## src/rtl/ysyx_23060075_axi_arbiter_pkg.sv

```systemverilog
// Shared types for the AXI-lite SRAM arbiter.
// FSM state encoding, master indices and default bus width.
package ysyx_23060075_axi_arbiter_pkg;

  localparam int ISA_WIDTH = 32;

  typedef enum logic [1:0] {
    ST_IDLE = 2'd0,
    ST_RD0  = 2'd1,
    ST_RD1  = 2'd2,
    ST_WR1  = 2'd3
  } arb_state_e;

  localparam logic MST_M0 = 1'b0;
  localparam logic MST_M1 = 1'b1;

endpackage

```

## src/rtl/ysyx_23060075_axi_arbiter_if.sv

```systemverilog
// AXI-lite link (AR/R/AW/W/B) between one requester and one responder.
// master: requester view; slave: responder view.
interface ysyx_23060075_axi_arbiter_if
  import ysyx_23060075_axi_arbiter_pkg::*;
#(
  parameter int W = ISA_WIDTH
);
  logic [W-1:0] araddr;
  logic         arvalid;
  logic         arready;
  logic [W-1:0] rdata;
  logic [W-1:0] rresp;
  logic         rvalid;
  logic         rready;
  logic [W-1:0] awaddr;
  logic         awvalid;
  logic         awready;
  logic [W-1:0] wdata;
  logic [W-1:0] wstrb;
  logic         wvalid;
  logic         wready;
  logic [W-1:0] bresp;
  logic         bvalid;
  logic         bready;

  modport master (
    output araddr, arvalid, rready,
    output awaddr, awvalid,
    output wdata, wstrb, wvalid,
    output bready,
    input  arready, rdata, rresp, rvalid,
    input  awready, wready, bresp, bvalid
  );

  modport slave (
    input  araddr, arvalid, rready,
    input  awaddr, awvalid,
    input  wdata, wstrb, wvalid,
    input  bready,
    output arready, rdata, rresp, rvalid,
    output awready, wready, bresp, bvalid
  );

endinterface

```

## src/rtl/ysyx_23060075_axi_arbiter_sel.sv

```systemverilog
// Grant select: maps IDLE request lines to the next FSM state.
// Fixed priority by default; YSYX_23060075_ARB_RR_EN alternates reads.
module ysyx_23060075_axi_arbiter_sel
  import ysyx_23060075_axi_arbiter_pkg::*;
(
  input  logic       m1_awvalid,
  input  logic       m1_arvalid,
  input  logic       m0_arvalid,
  input  logic       last_rd,
  output arb_state_e grant_state
);

`ifdef YSYX_23060075_ARB_RR_EN
  always_comb begin
    grant_state = ST_IDLE;
    if (m1_awvalid) begin
      grant_state = ST_WR1;
    end else if (m1_arvalid && m0_arvalid) begin
      // both reading: whoever was not served last wins
      grant_state = (last_rd == MST_M1) ? ST_RD0 : ST_RD1;
    end else if (m1_arvalid) begin
      grant_state = ST_RD1;
    end else if (m0_arvalid) begin
      grant_state = ST_RD0;
    end
  end
`else
  logic unused_last_rd;
  assign unused_last_rd = last_rd;

  always_comb begin
    grant_state = ST_IDLE;
    if (m1_awvalid) begin
      grant_state = ST_WR1;
    end else if (m1_arvalid) begin
      grant_state = ST_RD1;
    end else if (m0_arvalid) begin
      grant_state = ST_RD0;
    end
  end
`endif

endmodule

```

## src/rtl/ysyx_23060075_axi_arbiter.sv

```systemverilog
// Two-master AXI-lite arbiter (M0 = IFU read-only, M1 = LSU) onto one SRAM.
// Ports: clk, rst (sync, active-low), m0/m1 slave links, s master link.
// Macro YSYX_23060075_ARB_RR_EN enables round-robin between reads.
module ysyx_23060075_axi_arbiter
  import ysyx_23060075_axi_arbiter_pkg::*;
#(
  parameter int W = ISA_WIDTH
)
(
  input logic                         clk,
  input logic                         rst,
  ysyx_23060075_axi_arbiter_if.slave  m0,
  ysyx_23060075_axi_arbiter_if.slave  m1,
  ysyx_23060075_axi_arbiter_if.master s
);

  localparam logic [W-1:0] ZERO = '0;

  arb_state_e state_q, state_d;
  arb_state_e sel_state;
  logic ar_done_q, ar_done_d;
  logic aw_done_q, aw_done_d;
  logic w_done_q, w_done_d;
  logic last_rd;

  // M0 never writes
  logic unused_m0;
  assign unused_m0 = ^{m0.awaddr, m0.awvalid, m0.wdata,
                       m0.wstrb, m0.wvalid, m0.bready};

  ysyx_23060075_axi_arbiter_sel u_sel (
    .m1_awvalid  (m1.awvalid),
    .m1_arvalid  (m1.arvalid),
    .m0_arvalid  (m0.arvalid),
    .last_rd     (last_rd),
    .grant_state (sel_state)
  );

`ifdef YSYX_23060075_ARB_RR_EN
  logic last_rd_q, last_rd_d;

  always_comb begin
    last_rd_d = last_rd_q;
    if (state_q == ST_IDLE) begin
      if (sel_state == ST_RD0) last_rd_d = MST_M0;
      if (sel_state == ST_RD1) last_rd_d = MST_M1;
    end
  end

  always_ff @(posedge clk) begin
    if (!rst) last_rd_q <= MST_M0;
    else      last_rd_q <= last_rd_d;
  end

  assign last_rd = last_rd_q;
`else
  assign last_rd = MST_M0;
`endif

  always_ff @(posedge clk) begin
    if (!rst) begin
      state_q   <= ST_IDLE;
      ar_done_q <= 1'b0;
      aw_done_q <= 1'b0;
      w_done_q  <= 1'b0;
    end else begin
      state_q   <= state_d;
      ar_done_q <= ar_done_d;
      aw_done_q <= aw_done_d;
      w_done_q  <= w_done_d;
    end
  end

  always_comb begin
    state_d   = state_q;
    ar_done_d = ar_done_q;
    aw_done_d = aw_done_q;
    w_done_d  = w_done_q;

    m0.arready = 1'b0;
    m0.rdata   = ZERO;
    m0.rresp   = ZERO;
    m0.rvalid  = 1'b0;
    m0.awready = 1'b0;
    m0.wready  = 1'b0;
    m0.bresp   = ZERO;
    m0.bvalid  = 1'b0;

    m1.arready = 1'b0;
    m1.rdata   = ZERO;
    m1.rresp   = ZERO;
    m1.rvalid  = 1'b0;
    m1.awready = 1'b0;
    m1.wready  = 1'b0;
    m1.bresp   = ZERO;
    m1.bvalid  = 1'b0;

    s.araddr  = ZERO;
    s.arvalid = 1'b0;
    s.rready  = 1'b0;
    s.awaddr  = ZERO;
    s.awvalid = 1'b0;
    s.wdata   = ZERO;
    s.wstrb   = ZERO;
    s.wvalid  = 1'b0;
    s.bready  = 1'b0;

    unique case (state_q)
      ST_IDLE: begin
        // grant lands next cycle; nothing is forwarded here
        state_d = sel_state;
      end

      ST_RD0: begin
        s.araddr   = m0.araddr;
        s.arvalid  = m0.arvalid & ~ar_done_q;
        m0.arready = s.arready & ~ar_done_q;
        m0.rdata   = s.rdata;
        m0.rresp   = s.rresp;
        m0.rvalid  = s.rvalid;
        s.rready   = m0.rready;
        if (m0.arvalid & s.arready & ~ar_done_q) ar_done_d = 1'b1;
        if (s.rvalid & m0.rready) begin
          state_d   = ST_IDLE;
          ar_done_d = 1'b0;
        end
      end

      ST_RD1: begin
        s.araddr   = m1.araddr;
        s.arvalid  = m1.arvalid & ~ar_done_q;
        m1.arready = s.arready & ~ar_done_q;
        m1.rdata   = s.rdata;
        m1.rresp   = s.rresp;
        m1.rvalid  = s.rvalid;
        s.rready   = m1.rready;
        if (m1.arvalid & s.arready & ~ar_done_q) ar_done_d = 1'b1;
        if (s.rvalid & m1.rready) begin
          state_d   = ST_IDLE;
          ar_done_d = 1'b0;
        end
      end

      ST_WR1: begin
        s.awaddr   = m1.awaddr;
        s.awvalid  = m1.awvalid & ~aw_done_q;
        m1.awready = s.awready & ~aw_done_q;
        s.wdata    = m1.wdata;
        s.wstrb    = m1.wstrb;
        s.wvalid   = m1.wvalid & ~w_done_q;
        m1.wready  = s.wready & ~w_done_q;
        m1.bresp   = s.bresp;
        m1.bvalid  = s.bvalid;
        s.bready   = m1.bready;
        if (m1.awvalid & s.awready & ~aw_done_q) aw_done_d = 1'b1;
        if (m1.wvalid & s.wready & ~w_done_q) w_done_d = 1'b1;
        if (s.bvalid & m1.bready) begin
          state_d   = ST_IDLE;
          aw_done_d = 1'b0;
          w_done_d  = 1'b0;
        end
      end

      default: state_d = ST_IDLE;
    endcase
  end

endmodule

```

## src/flat_wrapper.sv

```systemverilog
// flat-port wrapper written by rule: the top's interface ports become plain ports
module ysyx_23060075_axi_arbiter_flat import ysyx_23060075_axi_arbiter_pkg::*;
#(
  parameter int W = ISA_WIDTH
)
  (clk, rst, m0_araddr, m0_arvalid, m0_rready, m0_awaddr, m0_awvalid, m0_wdata, m0_wstrb, m0_wvalid, m0_bready, m0_arready, m0_rdata, m0_rresp, m0_rvalid, m0_awready, m0_wready, m0_bresp, m0_bvalid, m1_araddr, m1_arvalid, m1_rready, m1_awaddr, m1_awvalid, m1_wdata, m1_wstrb, m1_wvalid, m1_bready, m1_arready, m1_rdata, m1_rresp, m1_rvalid, m1_awready, m1_wready, m1_bresp, m1_bvalid, s_araddr, s_arvalid, s_rready, s_awaddr, s_awvalid, s_wdata, s_wstrb, s_wvalid, s_bready, s_arready, s_rdata, s_rresp, s_rvalid, s_awready, s_wready, s_bresp, s_bvalid);
  ysyx_23060075_axi_arbiter_if #(.W(W)) m0_i ();
  ysyx_23060075_axi_arbiter_if #(.W(W)) m1_i ();
  ysyx_23060075_axi_arbiter_if #(.W(W)) s_i ();
  input logic clk;
  input logic rst;
  input wire logic [$bits(m0_i.araddr)-1:0] m0_araddr;
  input wire logic [$bits(m0_i.arvalid)-1:0] m0_arvalid;
  input wire logic [$bits(m0_i.rready)-1:0] m0_rready;
  input wire logic [$bits(m0_i.awaddr)-1:0] m0_awaddr;
  input wire logic [$bits(m0_i.awvalid)-1:0] m0_awvalid;
  input wire logic [$bits(m0_i.wdata)-1:0] m0_wdata;
  input wire logic [$bits(m0_i.wstrb)-1:0] m0_wstrb;
  input wire logic [$bits(m0_i.wvalid)-1:0] m0_wvalid;
  input wire logic [$bits(m0_i.bready)-1:0] m0_bready;
  output wire logic [$bits(m0_i.arready)-1:0] m0_arready;
  output wire logic [$bits(m0_i.rdata)-1:0] m0_rdata;
  output wire logic [$bits(m0_i.rresp)-1:0] m0_rresp;
  output wire logic [$bits(m0_i.rvalid)-1:0] m0_rvalid;
  output wire logic [$bits(m0_i.awready)-1:0] m0_awready;
  output wire logic [$bits(m0_i.wready)-1:0] m0_wready;
  output wire logic [$bits(m0_i.bresp)-1:0] m0_bresp;
  output wire logic [$bits(m0_i.bvalid)-1:0] m0_bvalid;
  input wire logic [$bits(m1_i.araddr)-1:0] m1_araddr;
  input wire logic [$bits(m1_i.arvalid)-1:0] m1_arvalid;
  input wire logic [$bits(m1_i.rready)-1:0] m1_rready;
  input wire logic [$bits(m1_i.awaddr)-1:0] m1_awaddr;
  input wire logic [$bits(m1_i.awvalid)-1:0] m1_awvalid;
  input wire logic [$bits(m1_i.wdata)-1:0] m1_wdata;
  input wire logic [$bits(m1_i.wstrb)-1:0] m1_wstrb;
  input wire logic [$bits(m1_i.wvalid)-1:0] m1_wvalid;
  input wire logic [$bits(m1_i.bready)-1:0] m1_bready;
  output wire logic [$bits(m1_i.arready)-1:0] m1_arready;
  output wire logic [$bits(m1_i.rdata)-1:0] m1_rdata;
  output wire logic [$bits(m1_i.rresp)-1:0] m1_rresp;
  output wire logic [$bits(m1_i.rvalid)-1:0] m1_rvalid;
  output wire logic [$bits(m1_i.awready)-1:0] m1_awready;
  output wire logic [$bits(m1_i.wready)-1:0] m1_wready;
  output wire logic [$bits(m1_i.bresp)-1:0] m1_bresp;
  output wire logic [$bits(m1_i.bvalid)-1:0] m1_bvalid;
  output wire logic [$bits(s_i.araddr)-1:0] s_araddr;
  output wire logic [$bits(s_i.arvalid)-1:0] s_arvalid;
  output wire logic [$bits(s_i.rready)-1:0] s_rready;
  output wire logic [$bits(s_i.awaddr)-1:0] s_awaddr;
  output wire logic [$bits(s_i.awvalid)-1:0] s_awvalid;
  output wire logic [$bits(s_i.wdata)-1:0] s_wdata;
  output wire logic [$bits(s_i.wstrb)-1:0] s_wstrb;
  output wire logic [$bits(s_i.wvalid)-1:0] s_wvalid;
  output wire logic [$bits(s_i.bready)-1:0] s_bready;
  input wire logic [$bits(s_i.arready)-1:0] s_arready;
  input wire logic [$bits(s_i.rdata)-1:0] s_rdata;
  input wire logic [$bits(s_i.rresp)-1:0] s_rresp;
  input wire logic [$bits(s_i.rvalid)-1:0] s_rvalid;
  input wire logic [$bits(s_i.awready)-1:0] s_awready;
  input wire logic [$bits(s_i.wready)-1:0] s_wready;
  input wire logic [$bits(s_i.bresp)-1:0] s_bresp;
  input wire logic [$bits(s_i.bvalid)-1:0] s_bvalid;
  assign m0_i.araddr = m0_araddr;
  assign m0_i.arvalid = m0_arvalid;
  assign m0_i.rready = m0_rready;
  assign m0_i.awaddr = m0_awaddr;
  assign m0_i.awvalid = m0_awvalid;
  assign m0_i.wdata = m0_wdata;
  assign m0_i.wstrb = m0_wstrb;
  assign m0_i.wvalid = m0_wvalid;
  assign m0_i.bready = m0_bready;
  assign m0_arready = m0_i.arready;
  assign m0_rdata = m0_i.rdata;
  assign m0_rresp = m0_i.rresp;
  assign m0_rvalid = m0_i.rvalid;
  assign m0_awready = m0_i.awready;
  assign m0_wready = m0_i.wready;
  assign m0_bresp = m0_i.bresp;
  assign m0_bvalid = m0_i.bvalid;
  assign m1_i.araddr = m1_araddr;
  assign m1_i.arvalid = m1_arvalid;
  assign m1_i.rready = m1_rready;
  assign m1_i.awaddr = m1_awaddr;
  assign m1_i.awvalid = m1_awvalid;
  assign m1_i.wdata = m1_wdata;
  assign m1_i.wstrb = m1_wstrb;
  assign m1_i.wvalid = m1_wvalid;
  assign m1_i.bready = m1_bready;
  assign m1_arready = m1_i.arready;
  assign m1_rdata = m1_i.rdata;
  assign m1_rresp = m1_i.rresp;
  assign m1_rvalid = m1_i.rvalid;
  assign m1_awready = m1_i.awready;
  assign m1_wready = m1_i.wready;
  assign m1_bresp = m1_i.bresp;
  assign m1_bvalid = m1_i.bvalid;
  assign s_araddr = s_i.araddr;
  assign s_arvalid = s_i.arvalid;
  assign s_rready = s_i.rready;
  assign s_awaddr = s_i.awaddr;
  assign s_awvalid = s_i.awvalid;
  assign s_wdata = s_i.wdata;
  assign s_wstrb = s_i.wstrb;
  assign s_wvalid = s_i.wvalid;
  assign s_bready = s_i.bready;
  assign s_i.arready = s_arready;
  assign s_i.rdata = s_rdata;
  assign s_i.rresp = s_rresp;
  assign s_i.rvalid = s_rvalid;
  assign s_i.awready = s_awready;
  assign s_i.wready = s_wready;
  assign s_i.bresp = s_bresp;
  assign s_i.bvalid = s_bvalid;
  ysyx_23060075_axi_arbiter #(.W(W)) u_core (.clk(clk), .rst(rst), .m0(m0_i), .m1(m1_i), .s(s_i));
endmodule
```

## config.mk

```make
export PLATFORM = sky130hd
export DESIGN_NAME = ysyx_23060075_axi_arbiter_flat
export DESIGN_NICKNAME = d
export VERILOG_FILES = /design/src/rtl/ysyx_23060075_axi_arbiter_pkg.sv /design/src/rtl/ysyx_23060075_axi_arbiter_if.sv /design/src/rtl/ysyx_23060075_axi_arbiter_sel.sv /design/src/rtl/ysyx_23060075_axi_arbiter.sv /design/src/flat_wrapper.sv
export SDC_FILE = /design/constraint.sdc
export NUM_CORES = 1
export LEC_CHECK = 0
export ABC_AREA = 1
export CAP_MARGIN = 10
export CORE_AREA = 3 3 274 276
export DETAILED_ROUTE_END_ITERATION = 16
export DIE_AREA = 0 0 277 279
export PLACE_DENSITY = 0.3
export RECOVER_POWER = 50
export SLEW_MARGIN = 20
export SYNTH_ARGS = -nofsm -noshare
export SYNTH_HDL_FRONTEND = slang
export SYNTH_SLANG_ARGS = --single-unit
```

## constraint.sdc

```tcl
create_clock -name clk -period 2.45 [get_ports clk]
set_input_delay 0.6125 -clock clk [delete_from_list [all_inputs] [get_ports clk]]
set_output_delay 0.6125 -clock clk [all_outputs]
set_load 0.01 [all_outputs]
```

==> impl_metrics.prom <==
# TYPE chip_impl_metric gauge
chip_impl_metric{name="post_cts_hold_buffer_count",unit=""} 0
chip_impl_metric{name="design.portCount",unit=""} 704
chip_impl_info{name="worstReg2RegStart",value="u_core.state_q[0]$_SDFFE_PN0P_"} 1
chip_impl_metric{name="timing.final.ws_setup",unit="ns"} 0.0359
chip_impl_metric{name="areaGrowthSynthToFinish",unit="%"} 214
chip_impl_metric{name="globalRouteTotalUtil",unit=""} 0.0841
chip_impl_metric{name="die-area",unit="mm²"} 0.0773
chip_impl_metric{name="grt_max_degree",unit=""} 52
chip_impl_metric{name="syn-instance-count",unit=""} 768
chip_impl_metric{name="place_area",unit="mm²"} 0.0104
chip_impl_metric{name="whs_path_depth",unit=""} 2
chip_impl_info{name="regToRegEndpoint",value="u_core.state_q[1]$_SDFFE_PN0P_"} 1
chip_impl_metric{name="clock_sink_count",unit=""} 5
chip_impl_metric{name="fin_area",unit="mm²"} 0.0105
chip_impl_info{name="path_class",value="flip-flop to primary output"} 1
chip_impl_metric{name="die_height",unit="µm"} 279
chip_impl_metric{name="clkLatencyLatePin",unit="ns"} 0.23
chip_impl_info{name="tritoncts",value="yes"} 1
chip_impl_metric{name="mapped_cell_area",unit="mm²"} 0.00333
chip_impl_metric{name="count_of_cell_types_in_the_netlist",unit=""} 20
chip_impl_metric{name="layout_cells_sized_above_1",unit=""} 0.0970
chip_impl_info{name="synth.top_cells.by_count",value="sky130_fd_sc_hd__nand2_1 (346), sky130_fd_sc_hd__inv_1 (272), sky130_fd_sc_hd__buf_4 (56)"} 1
chip_impl_metric{name="timing_hold_violations_final",unit=""} 0
chip_impl_metric{name="timing.critical_path.fanout_max",unit=""} 12
chip_impl_info{name="hp-start",value="u_core.w_done_q$_SDFFE_PN0P_"} 1
chip_impl_metric{name="coreArea",unit="mm²"} 0.0728
chip_impl_metric{name="timing.clock.skew",unit="ns"} 0.00302
chip_impl_metric{name="fraction_of_post_synthesis_cell_area_in_the_top_cell_type_by_area",unit=""} 0.391
chip_impl_info{name="synthFlopType",value="sky130_fd_sc_hd__dfxtp_1"} 1
chip_impl_metric{name="timing.final.crit_share",unit=""} 0.985
chip_impl_metric{name="drcViolationCount",unit=""} 0
chip_impl_metric{name="htree_levels",unit=""} 1
chip_impl_metric{name="dpl_worst_slack",unit="ns"} -0.354
chip_impl_metric{name="ys_seq_elements",unit=""} 5
chip_impl_metric{name="layoutNonFillerInstCount",unit=""} 2345
chip_impl_metric{name="placedCellCount",unit=""} 2306
chip_impl_info{name="hold-path-endpoint",value="u_core.w_done_q$_SDFFE_PN0P_"} 1
chip_impl_metric{name="power.density_cell_area",unit="mW/mm²"} 575
chip_impl_metric{name="final_core_utilization",unit=""} 0.144
chip_impl_metric{name="cts-buffers-inserted",unit=""} 3
chip_impl_metric{name="report.final.setup_viol",unit=""} 0
chip_impl_metric{name="grt_antenna_before_repair",unit=""} 15
chip_impl_metric{name="routabilityCongestion",unit=""} 0.751
chip_impl_metric{name="synth_edf_count",unit=""} 0
chip_impl_info{name="grt_setup_unrepaired",value="true"} 1
chip_impl_metric{name="grt_pass1_wl",unit="µm"} 47800
chip_impl_metric{name="power.ir.vdd_worst",unit="mV"} 0.251
chip_impl_metric{name="final_antenna_net_count",unit=""} 0
chip_impl_metric{name="die_w",unit="µm"} 277
chip_impl_metric{name="regArea",unit="µm²"} 101
chip_impl_info{name="netlist.top_cell.by_area",value="sky130_fd_sc_hd__nand2_1"} 1
chip_impl_metric{name="synth_async_sr_flop_share",unit=""} 0
chip_impl_metric{name="vias_cell",unit=""} 2.77
chip_impl_metric{name="initial_utilization",unit=""} 0.0457
chip_impl_metric{name="via_count",unit=""} 6505
chip_impl_info{name="result_of_the_run",value="complete, no violations"} 1
chip_impl_metric{name="synth_sequential_area_ratio",unit=""} 0.0301
chip_impl_info{name="cp-start-kind",value="flip-flop"} 1
chip_impl_metric{name="first_global_vias",unit=""} 6838
chip_impl_metric{name="postSynthAreaPerCell",unit="µm²"} 4.33
chip_impl_info{name="cts_root_buf",value="sky130_fd_sc_hd__clkbuf_16"} 1
chip_impl_metric{name="reg2reg_slack",unit="ns"} 0.70
chip_impl_metric{name="max_cap_violations",unit=""} 0
chip_impl_info{name="most_frequent_cell_after_synthesis",value="sky130_fd_sc_hd__nand2_1"} 1
chip_impl_metric{name="max_freq",unit="MHz"} 414
chip_impl_metric{name="finalCriticalPeriod",unit="ns"} 2.41
chip_impl_metric{name="port_buffers",unit=""} 569
chip_impl_metric{name="final-max-slew-violation-count",unit=""} 0
chip_impl_metric{name="clk_transition_reported_paths",unit="ns"} 0.04
chip_impl_metric{name="initialDrtViolationCount",unit=""} 123
chip_impl_metric{name="num-nets-final",unit=""} 1757
chip_impl_info{name="netlist_top_cells_area",value="sky130_fd_sc_hd__nand2_1 (39%), sky130_fd_sc_hd__inv_1 (31%), sky130_fd_sc_hd__buf_4 (13%)"} 1
chip_impl_metric{name="cts_buffer_depth",unit=""} 2
chip_impl_info{name="hold_class",value="flip-flop to flip-flop"} 1
chip_impl_metric{name="avgRoutedWirePerCell",unit="µm"} 15.0
chip_impl_metric{name="total_leakage_power",unit="nW"} 6.92
chip_impl_metric{name="multi_input_area",unit="mm²"} 0.00189
chip_impl_metric{name="routed_wl",unit="µm"} 35100
chip_impl_info{name="critical_path_capture_point_type",value="primary output"} 1
chip_impl_metric{name="globalRoute.totalOverflow",unit=""} 0
chip_impl_metric{name="dpl.hpwl",unit="µm"} 30400
chip_impl_metric{name="number_of_warnings_printed_during_yosys_synthesis",unit=""} 0
chip_impl_metric{name="layout.filler_cells",unit=""} 8549
chip_impl_metric{name="detail_route.first_pass.iterations",unit=""} 4
chip_impl_metric{name="critPathRequiredTime",unit="ns"} 1.84
chip_impl_metric{name="cp_data_arrival_time",unit="ns"} 1.80
chip_impl_metric{name="floorplan.rows",unit=""} 99
chip_impl_metric{name="rr_worst_depth",unit=""} 10
[metal layers]
layer	share of wire	vias to the layer above	routed length [µm]	track usage
li1	-	3215	-	-
met5	0.0017	-	58	0
met2	0.50	420	17400	0.156
met1	0.39	2832	13700	0.0924
met3	0.10	28	3670	0.0349
met4	0.0097	10	340	0.00795
[repair_timing]
action | CTS | global route
pin swaps | 2 | 0
gates resized for setup | 335 | 60
buffers inserted | 21 | 3
setup endpoints to repair | 278 | 49
gates cloned | 5 | 2
[metrics by stage]
stage	setup TNS (ns)	hold WS (ns)	power [mW]
after CTS	-0.733	0.462	6.39
after global placement	-3.65	0.456	6.00
final	0	0.457	6.01
after global routing	-0.292	0.496	6.61
after detailed placement	-2.71	0.457	5.91
after floorplan	0	0.441	2.29
[worst max path at each step]
stage / startpoint / end / slack (ns)
floorplan: u_core.state_q[1]$_SDFFE_PN0P_ / s_araddr[10] / 0.64
global placement: m0_araddr[6] / s_araddr[6] / -0.38
detailed placement: m0_araddr[6] / s_araddr[6] / -0.35
CTS: u_core.state_q[0]$_SDFFE_PN0P_ / m1_bresp[21] / -0.18
global route: u_core.state_q[0]$_SDFFE_PN0P_ / m1_rdata[7] / -0.04
finish: u_core.state_q[0]$_SDFFE_PN0P_ / m1_rdata[7] / 0.04
[layout make-up]
| class | instances | share of cell area |
|---|---|---|
| antenna | 4 | 0.000957 |
| inverter | 274 | 0.0984 |
| multi-input combinational | 447 | 0.181 |
| sequential | 5 | 0.00969 |
| tap | 959 | 0.115 |
| timing repair buffer | 652 | 0.588 |
| clock buffer | 4 | 0.00754 |
[sequential cells by signal (all words and copies together), names as in the netlist]
register,cells
u_core.w_done_q,1
u_core.state_q,2
u_core.ar_done_q,1
u_core.aw_done_q,1
[critical path, cell delays in order (launching register included)]
cell	delay, ns
sky130_fd_sc_hd__dfxtp_2	0.32
sky130_fd_sc_hd__inv_1	0.06
sky130_fd_sc_hd__buf_4	0.15
sky130_fd_sc_hd__ha_4	0.16
sky130_fd_sc_hd__buf_12	0.14
sky130_fd_sc_hd__buf_12	0.13
sky130_fd_sc_hd__buf_16	0.13
sky130_fd_sc_hd__buf_4	0.15
sky130_fd_sc_hd__nand2_1	0.05
sky130_fd_sc_hd__inv_1	0.04
sky130_fd_sc_hd__clkdlybuf4s15_2	0.21
[where the power goes]
group          internal (mW)  switching [mW]
clock network          0.216          0.0584
registers              0.107          0.0117
logic                   2.75            2.86
[cell usage in the layout (no fill, tap or decap), drive strengths merged, types with 9 or more instances in the layout]
cell           netlist  final
a21oi               39     39
nor2                 9      9
buf                 76     92
clkdlybuf4s50        0    270
dlygate4sd2          0    228
inv                274    274
clkbuf               0     44
conb                 1     35
clkdlybuf4s15        0     14
nand2              347    347
[logic make-up (layout without fill, tap and decap cells)]
logic type	Yosys count	count (layout)	share of synthesized area
and+or+nand+nor	363	363	0.416
adders and majority gates	5	5	0.0188
buffers and inverters	350	930	0.466
AOI/OAI and AO/OA	44	44	0.0681
other	1	39	0.00113
DFF	5	5	0.0301
(Power assumes the default switching activity.)
